`config.mk`:
```
export PLATFORM = sky130hd
export DESIGN_NAME = hier_fanout_node
export DESIGN_NICKNAME = d
export VERILOG_FILES = /design/src/rtl/hier_fanout_node.sv
export SDC_FILE = /design/constraint.sdc
export NUM_CORES = 1
export LEC_CHECK = 0
export ABC_CLOCK_PERIOD_IN_PS = 3810
export BUFFER_PORTS_ARGS = -buffer_cell sky130_fd_sc_hd__buf_4
export CAP_MARGIN = 20
export CORE_MARGIN = 3
export CORE_UTILIZATION = 51
export CTS_CLUSTER_SIZE = 16
export DETAILED_ROUTE_END_ITERATION = 10
export MAX_ROUTING_LAYER = met4
export PLACE_DENSITY = 0.94
export SYNTH_ARGS = -nofsm -noshare
export SYNTH_HDL_FRONTEND = slang
export SYNTH_SLANG_ARGS = --single-unit
```
`constraint.sdc`:
```
create_clock -name clk -period 3.81 [get_ports clk]
set_input_delay 0 -clock clk [delete_from_list [all_inputs] [get_ports clk]]
set_output_delay 0 -clock clk [all_outputs]
set_load 0.01 [all_outputs]
```
`src/rtl/hier_fanout_node.sv`:
```
// hier_fanout_node
//   Single-stage hierarchy node that fans one source stream out to NUM_CHILDREN
//   child channels. Each accepted word is parked in a hold register and then
//   either broadcast to every child (mode 0) or handed to exactly one child in
//   strict rotation (mode 1). The mode is latched per word at source accept.
//   Nodes chain: the m_* side of one node drives the s_* side of the next level.
//
// Ports
//   clk       rising-edge clock
//   rst       asynchronous, active-high reset
//   mode      0 = broadcast, 1 = round-robin; sampled only on source accept
//   s_valid   source word valid
//   s_ready   node can take a word (hold register empty); registered only
//   s_data    source payload
//   m_valid   per-child valid
//   m_ready   per-child ready; ignored for children not currently valid
//   m_data    per-child payload, child i on [i*DATA_W +: DATA_W]
//   rr_ptr    next round-robin target
//   xfer_cnt  number of source words accepted (wraps)
//   busy      hold register occupied

module hier_fanout_node #(
  parameter int unsigned NUM_CHILDREN = 5,
  parameter int unsigned DATA_W       = 8,
  parameter int unsigned CNT_W        = 16,
  localparam int unsigned PTR_W       = (NUM_CHILDREN > 1) ? $clog2(NUM_CHILDREN) : 1
) (
  input  logic                           clk,
  input  logic                           rst,
  input  logic                           mode,
  input  logic                           s_valid,
  output logic                           s_ready,
  input  logic [DATA_W-1:0]              s_data,
  output logic [NUM_CHILDREN-1:0]        m_valid,
  input  logic [NUM_CHILDREN-1:0]        m_ready,
  output logic [NUM_CHILDREN*DATA_W-1:0] m_data,
  output logic [PTR_W-1:0]               rr_ptr,
  output logic [CNT_W-1:0]               xfer_cnt,
  output logic                           busy
);

  localparam logic [PTR_W-1:0] PtrLast = PTR_W'(NUM_CHILDREN - 1);

  logic                    full_q, full_d;
  logic [DATA_W-1:0]       hold_q, hold_d;
  logic                    mode_q, mode_d;
  logic [NUM_CHILDREN-1:0] done_q, done_d;
  logic [PTR_W-1:0]        ptr_q, ptr_d;
  logic [CNT_W-1:0]        cnt_q, cnt_d;

  logic                    accept;
  logic [NUM_CHILDREN-1:0] rr_onehot;
  logic [NUM_CHILDREN-1:0] hs;
  logic [NUM_CHILDREN-1:0] done_or_hs;

  // Decode of the round-robin pointer into a child select.
  always_comb begin
    rr_onehot = '0;
    for (int unsigned i = 0; i < NUM_CHILDREN; i++) begin
      rr_onehot[i] = (ptr_q == PTR_W'(i));
    end
  end

  // Outputs depend on registers only, so s_ready has no path from m_ready.
  assign s_ready  = ~full_q;
  assign busy     = full_q;
  assign rr_ptr   = ptr_q;
  assign xfer_cnt = cnt_q;
  assign m_data   = {NUM_CHILDREN{hold_q}};
  assign m_valid  = !full_q ? '0 : (mode_q ? rr_onehot : ~done_q);

  assign accept     = s_valid & ~full_q;
  assign hs         = m_valid & m_ready;
  assign done_or_hs = done_q | hs;

  always_comb begin
    full_d = full_q;
    hold_d = hold_q;
    mode_d = mode_q;
    done_d = done_q;
    ptr_d  = ptr_q;
    cnt_d  = cnt_q;

    if (accept) begin
      full_d = 1'b1;
      hold_d = s_data;
      mode_d = mode;
      done_d = '0;
      cnt_d  = cnt_q + CNT_W'(1);
    end else if (full_q) begin
      if (mode_q) begin
        // Only the pointed-to child can be valid, so any handshake is the target's.
        if (|hs) begin
          full_d = 1'b0;
          ptr_d  = (ptr_q == PtrLast) ? '0 : ptr_q + PTR_W'(1);
        end
      end else begin
        // Broadcast completes in the cycle the last outstanding child accepts.
        if (&done_or_hs) begin
          full_d = 1'b0;
          done_d = '0;
        end else begin
          done_d = done_or_hs;
        end
      end
    end
  end

  always_ff @(posedge clk or posedge rst) begin
    if (rst) begin
      full_q <= 1'b0;
      hold_q <= '0;
      mode_q <= 1'b0;
      done_q <= '0;
      ptr_q  <= '0;
      cnt_q  <= '0;
    end else begin
      full_q <= full_d;
      hold_q <= hold_d;
      mode_q <= mode_d;
      done_q <= done_d;
      ptr_q  <= ptr_d;
      cnt_q  <= cnt_d;
    end
  end

endmodule

```
Word-level counts from Yosys, hierarchy flattened. Index checks and enable logic that the tools add are counted.

Output and inout port bits: 66. Input bits: 17. Register bits: 34.

Bitwise gates (word level): 6. Equal/unequal tests: 5. Add/subtract/negate cells: 2. Muxes and demuxes: 12. Reduce and logical (&&, ||, !) cells: 6.

Operators with widths (count): $mux 5 (6); $add 16x1->16 const B (1); $eq 3x2->1 const B (2); $and 5x5->5 (1); $mux 1 (5); $not 5->5 (1); $or 5x5->5 (1); $reduce_and 5->1 (1); $reduce_or 5->1 (1); $reduce_and 4->1 (1); $add 3x1->3 const B (1); $eq 3x1->1 const B (1); $eq 3x3->1 const B (1); $logic_not 3->1 (1); $mux 3 (1); $ne 2x1->1 const B (1); $not 1->1 (2); $reduce_and 2->1 (1); $reduce_bool 2->1 (1); $and 1x1->1 (1).

Longest topological paths before layout.
Word-level depth: 10. Mapped depth: 7.

Least setup slack after synthesis. OpenSTA, ideal clock, no wires.

Kind: reg2reg. From: reg ptr_q[0], in the netlist rr_ptr[0]. To: reg ptr_q[0], in the netlist rr_ptr[0]. Path buffers: 0. Data arrival time: 1.711 ns. Stages on the path, launching flop included: 8. Slack: 1.974 ns. Library setup time: 0.125 ns. Path through: dfrtp_1 ha_1 ha_1 nand2b_1 a21boi_0 nand2_1 a31oi_4 mux2_4.

Longest elaborated chain between the ends: 6.

RTL lines: from (decl) (line 48) `logic [PTR_W-1:0] ptr_q, ptr_d;`; from (signal assigned) (line 122) `ptr_q <= ptr_d;`; $eq 3x1->1, or another cell as far along (line 60) `rr_onehot[i] = (ptr_q == PTR_W'(i));`; $mux 5 (2 in a row) (line 70) `assign m_valid = !full_q ? '0 : (mode_q ? rr_onehot : ~done_q);`; $and 5x5->5 (line 73) `assign hs = m_valid & m_ready;`; $reduce_or 5->1 (line 93) `if (|hs) begin`; $reduce_and 4->1 (no line).

Several ways; a longest one is shown, not always the timed one. A chain may end at the register's enable or synchronous reset.

Worst setup path after layout.
From: reg ptr_q[0], in the netlist rr_ptr[0]. To: reg ptr_q[1], in the netlist rr_ptr[1].

Same word-level chain as after synthesis.

==> run summary <==
CP required = 3.97 ns
ANT cells = 0
Slowest cell on the critical path = dfrtp_1
Port bufs = 82
Initial core utilization = 53.7%
Seq/Total Area, Yosys = 42.7%
Setup Fix Bufs, Post-CTS = 0
Arrival time of the worst setup path = 2.15 ns
Yosys warns = 0
EDFF count, synth = 0
Fillers = 286
Final period utilization = 52.0%
Type of the worst setup path = reg2reg
Post-route ant nets = 0
Maximum vdd drop = 511 µV
TNS Setup = 0 ns
Grt ovf = 0
# IOs = 83
Drt drc = 0
Post-Synthesis Cells = 206
Clock Latency Late Sink = 0.28 ns
Peak Freq = 505 MHz
Row cnt = 22
Pwr per Cell Area = 818 nW/µm²
Placer Congestion = 1.05
Post-synth cell types = 40
CP Capture Type = flop
Post-CTS Resized = 0
Post-layout net count = 294
Die area = 4700 µm²
Die Y = 68.5 µm
Die width = 68.5 µm
Cell area after synthesis = 1990 µm²
Via/cell ratio = 5.15
Final setup violation count = 0
Slew Viols, Final = 0
Pin count of the biggest net entering global routing = 35
Final Skew = 0.00708 ns
CTS buffer count = 5
Ys flop type = dfrtp_1
Synth Register Bits = 34
FFs w/ async S/R, synth = 100%
CTS Sinks = 34
Routed length per instance = 14.3 µm
First-pass GRT wire length = 6910 µm
Area grow syn2layout = 32.2%
Dpl hpwl = 3170 µm
Unrepaired setup endpoints after global routing = false
Post-layout min period = 1.98 ns
Crit path top cell by count = ha_1
Hold slack = 0.00766 ns
Clk root buf = clkbuf_8
Post-synthesis average cell area = 9.68 µm²
Hold Path Class = in2reg
Syn_nets = 229
Max Fanout on Critical Path = 6
Slew @ Worst Pin = 0.443 ns
Share of layout cells above drive strength 1 = 38.0%
Drt first pass iters = 4
DR vias = 1642
GRT Util Overall = 20.3%
Antenna violations before repair = 0
Max Cap Viol = 0
Worst Setup Start Kind = flop
Vias in the first global route = 1457
P_leak = 1.34 nW
CTS tree = yes
Clock Path Buffers = 2
Status = finished, final reports clean
Worst-path clk slew = 0.07 ns
Hold Vio Cnt, Final = 0
CTS H-tree lvls = 2
Total Wirelength = 4570 µm
1st-iter DRT viols = 88
Core region area = 3720 µm²
CP cell instances = ha_1 -> ha_1 -> nand2b_1 -> a21boi_0 -> nand2_1 -> a31oi_4 -> mux2_4
Slew headroom = 70.4%
CP peak stage delay = 0.44 ns
==> cell families (layout without fill, tap and decap cells) <==
| logic type | count (synthesis) | after routing | synth area share (%) |
|---|---|---|---|
| AOI/OAI and AO/OA | 26 | 26 | 10.6 |
| xor gates and xnor gates | 15 | 15 | 6.59 |
| adders and majority gates | 6 | 6 | 3.76 |
| buffers and inverters | 44 | 109 | 14.9 |
| DFF | 34 | 34 | 42.7 |
| muxes | 4 | 4 | 2.76 |
| and+or+nand+nor | 77 | 77 | 18.7 |
==> area by class of cell <==
class                      count  area [µm²]  share of cell area [%]
clock buffer                   6        82.6                    3.13
timing repair buffer          95         741                    28.1
multi-input combinational    128         846                    32.1
sequential                    34         851                    32.3
tap                           48        60.1                    2.28
clock inverter                 1        30.0                    1.14
inverter                       7        26.3                   0.997
==> cells in the final DEF (no fill, tap or decap), types with 3 or more instances in the layout <==
cell / n
ha_1: 6
xnor2_1: 13
and2_1: 3
a31oi_1: 3
dlygate4sd3_1: 11
nand4_1: 5
dfrtp_1: 34
buf_4: 84
nand2b_1: 5
nand2_1: 40
and3_1: 3
nand3_1: 6
a22oi_1: 4
mux2_4: 3
clkbuf_8: 6
a21oi_1: 5
inv_1: 7
nor2_1: 9
==> per-layer routing <==
layer | up-vias | GRT usage, % | routed length, µm
li1 | 781 | - | -
met1 | 783 | 25.1 | 1840
met2 | 66 | 31.7 | 2240
met3 | 12 | 5.67 | 377
met4 | 0 | 7.94 | 108
met5 | - | - | 0
==> state kept, by name, summed over array words and instances (netlist names) <==
name and cells:
busy 1, done_q 5, hold_q 8, mode_q 1, rr_ptr 3, xfer_cnt 16
==> synth_stat cells, types with 2 or more instances <==
| cell type | instances | area (µm²) |
|---|---|---|
| nand2_1 | 40 | 150 |
| xor2_1 | 2 | 17.5 |
| inv_1 | 7 | 26.3 |
| a21oi_1 | 5 | 25.0 |
| xnor2_1 | 13 | 114 |
| clkbuf_1 | 2 | 7.51 |
| mux2_4 | 3 | 45.0 |
| dfrtp_1 | 34 | 851 |
| nand2b_1 | 5 | 31.3 |
| nand3_1 | 6 | 30.0 |
| and2_1 | 3 | 18.8 |
| nand4_1 | 5 | 31.3 |
| a22oi_1 | 4 | 30.0 |
| nor2_2 | 2 | 12.5 |
| and3_1 | 3 | 18.8 |
| buf_4 | 32 | 240 |
| ha_1 | 6 | 75.1 |
| o211ai_1 | 2 | 15.0 |
| nor2_1 | 9 | 33.8 |
| a31oi_1 | 3 | 18.8 |
==> what timing repair did <==
action / in CTS / in global routing
hold buffers: 11 / 0
endpoints found under the setup margin: 0 / 0
hold endpoints to repair: 44 / 0
==> critical path, delay by kind of cell, from the launching register on <==
family          cells  cell delay [ns]
fa+ha+maj           2             0.34
simple gates        2             0.25
compound gates      2             0.52
flops               1             0.44
mux                 1             0.32
==> where the power goes <==
part           internal [mW]  switching (mW)  total (mW)
clock                  0.209           0.128       0.337
sequential             0.483           0.193       0.676
combinational          0.592           0.552        1.14
==> path summary, 6_finish.rpt <==
kind / from / end / slack, ns / cells after the start
worst min-delay path: m_ready[1] / done_q[1] / 0.008 / 3
min in group asynchronous: rst / xfer_cnt[7] / 0.36 / 4
worst max register to register: rr_ptr[0] / rr_ptr[1] / 1.83 / 7
max in group asynchronous: rst / done_q[3] / 3.14 / 4
worst max-delay path: rr_ptr[0] / rr_ptr[1] / 1.83 / 7
worst min register to register: xfer_cnt[15] / xfer_cnt[15] / 0.47 / 1
==> through the flow <==
| step | instances | power, mW | utilization, % | worst slack (ns) | cell area, µm² |
|---|---|---|---|---|---|
| 6_report | 319 | 2.16 | 70.9 | 1.83 | 2640 |
| 5_1_grt | 319 | 2.32 | 70.9 | 1.66 | 2640 |
| 4_1_cts | 319 | 2.16 | 70.9 | 1.84 | 2640 |
| 3_5_place_dp | 301 | 1.81 | 64.9 | 1.86 | 2410 |
| 3_3_place_gp | 301 | 1.77 | 64.9 | 1.93 | 2410 |
| 2_1_floorplan | 206 | 1.47 | - | 1.97 | 1990 |
(Power assumes the default switching activity.)
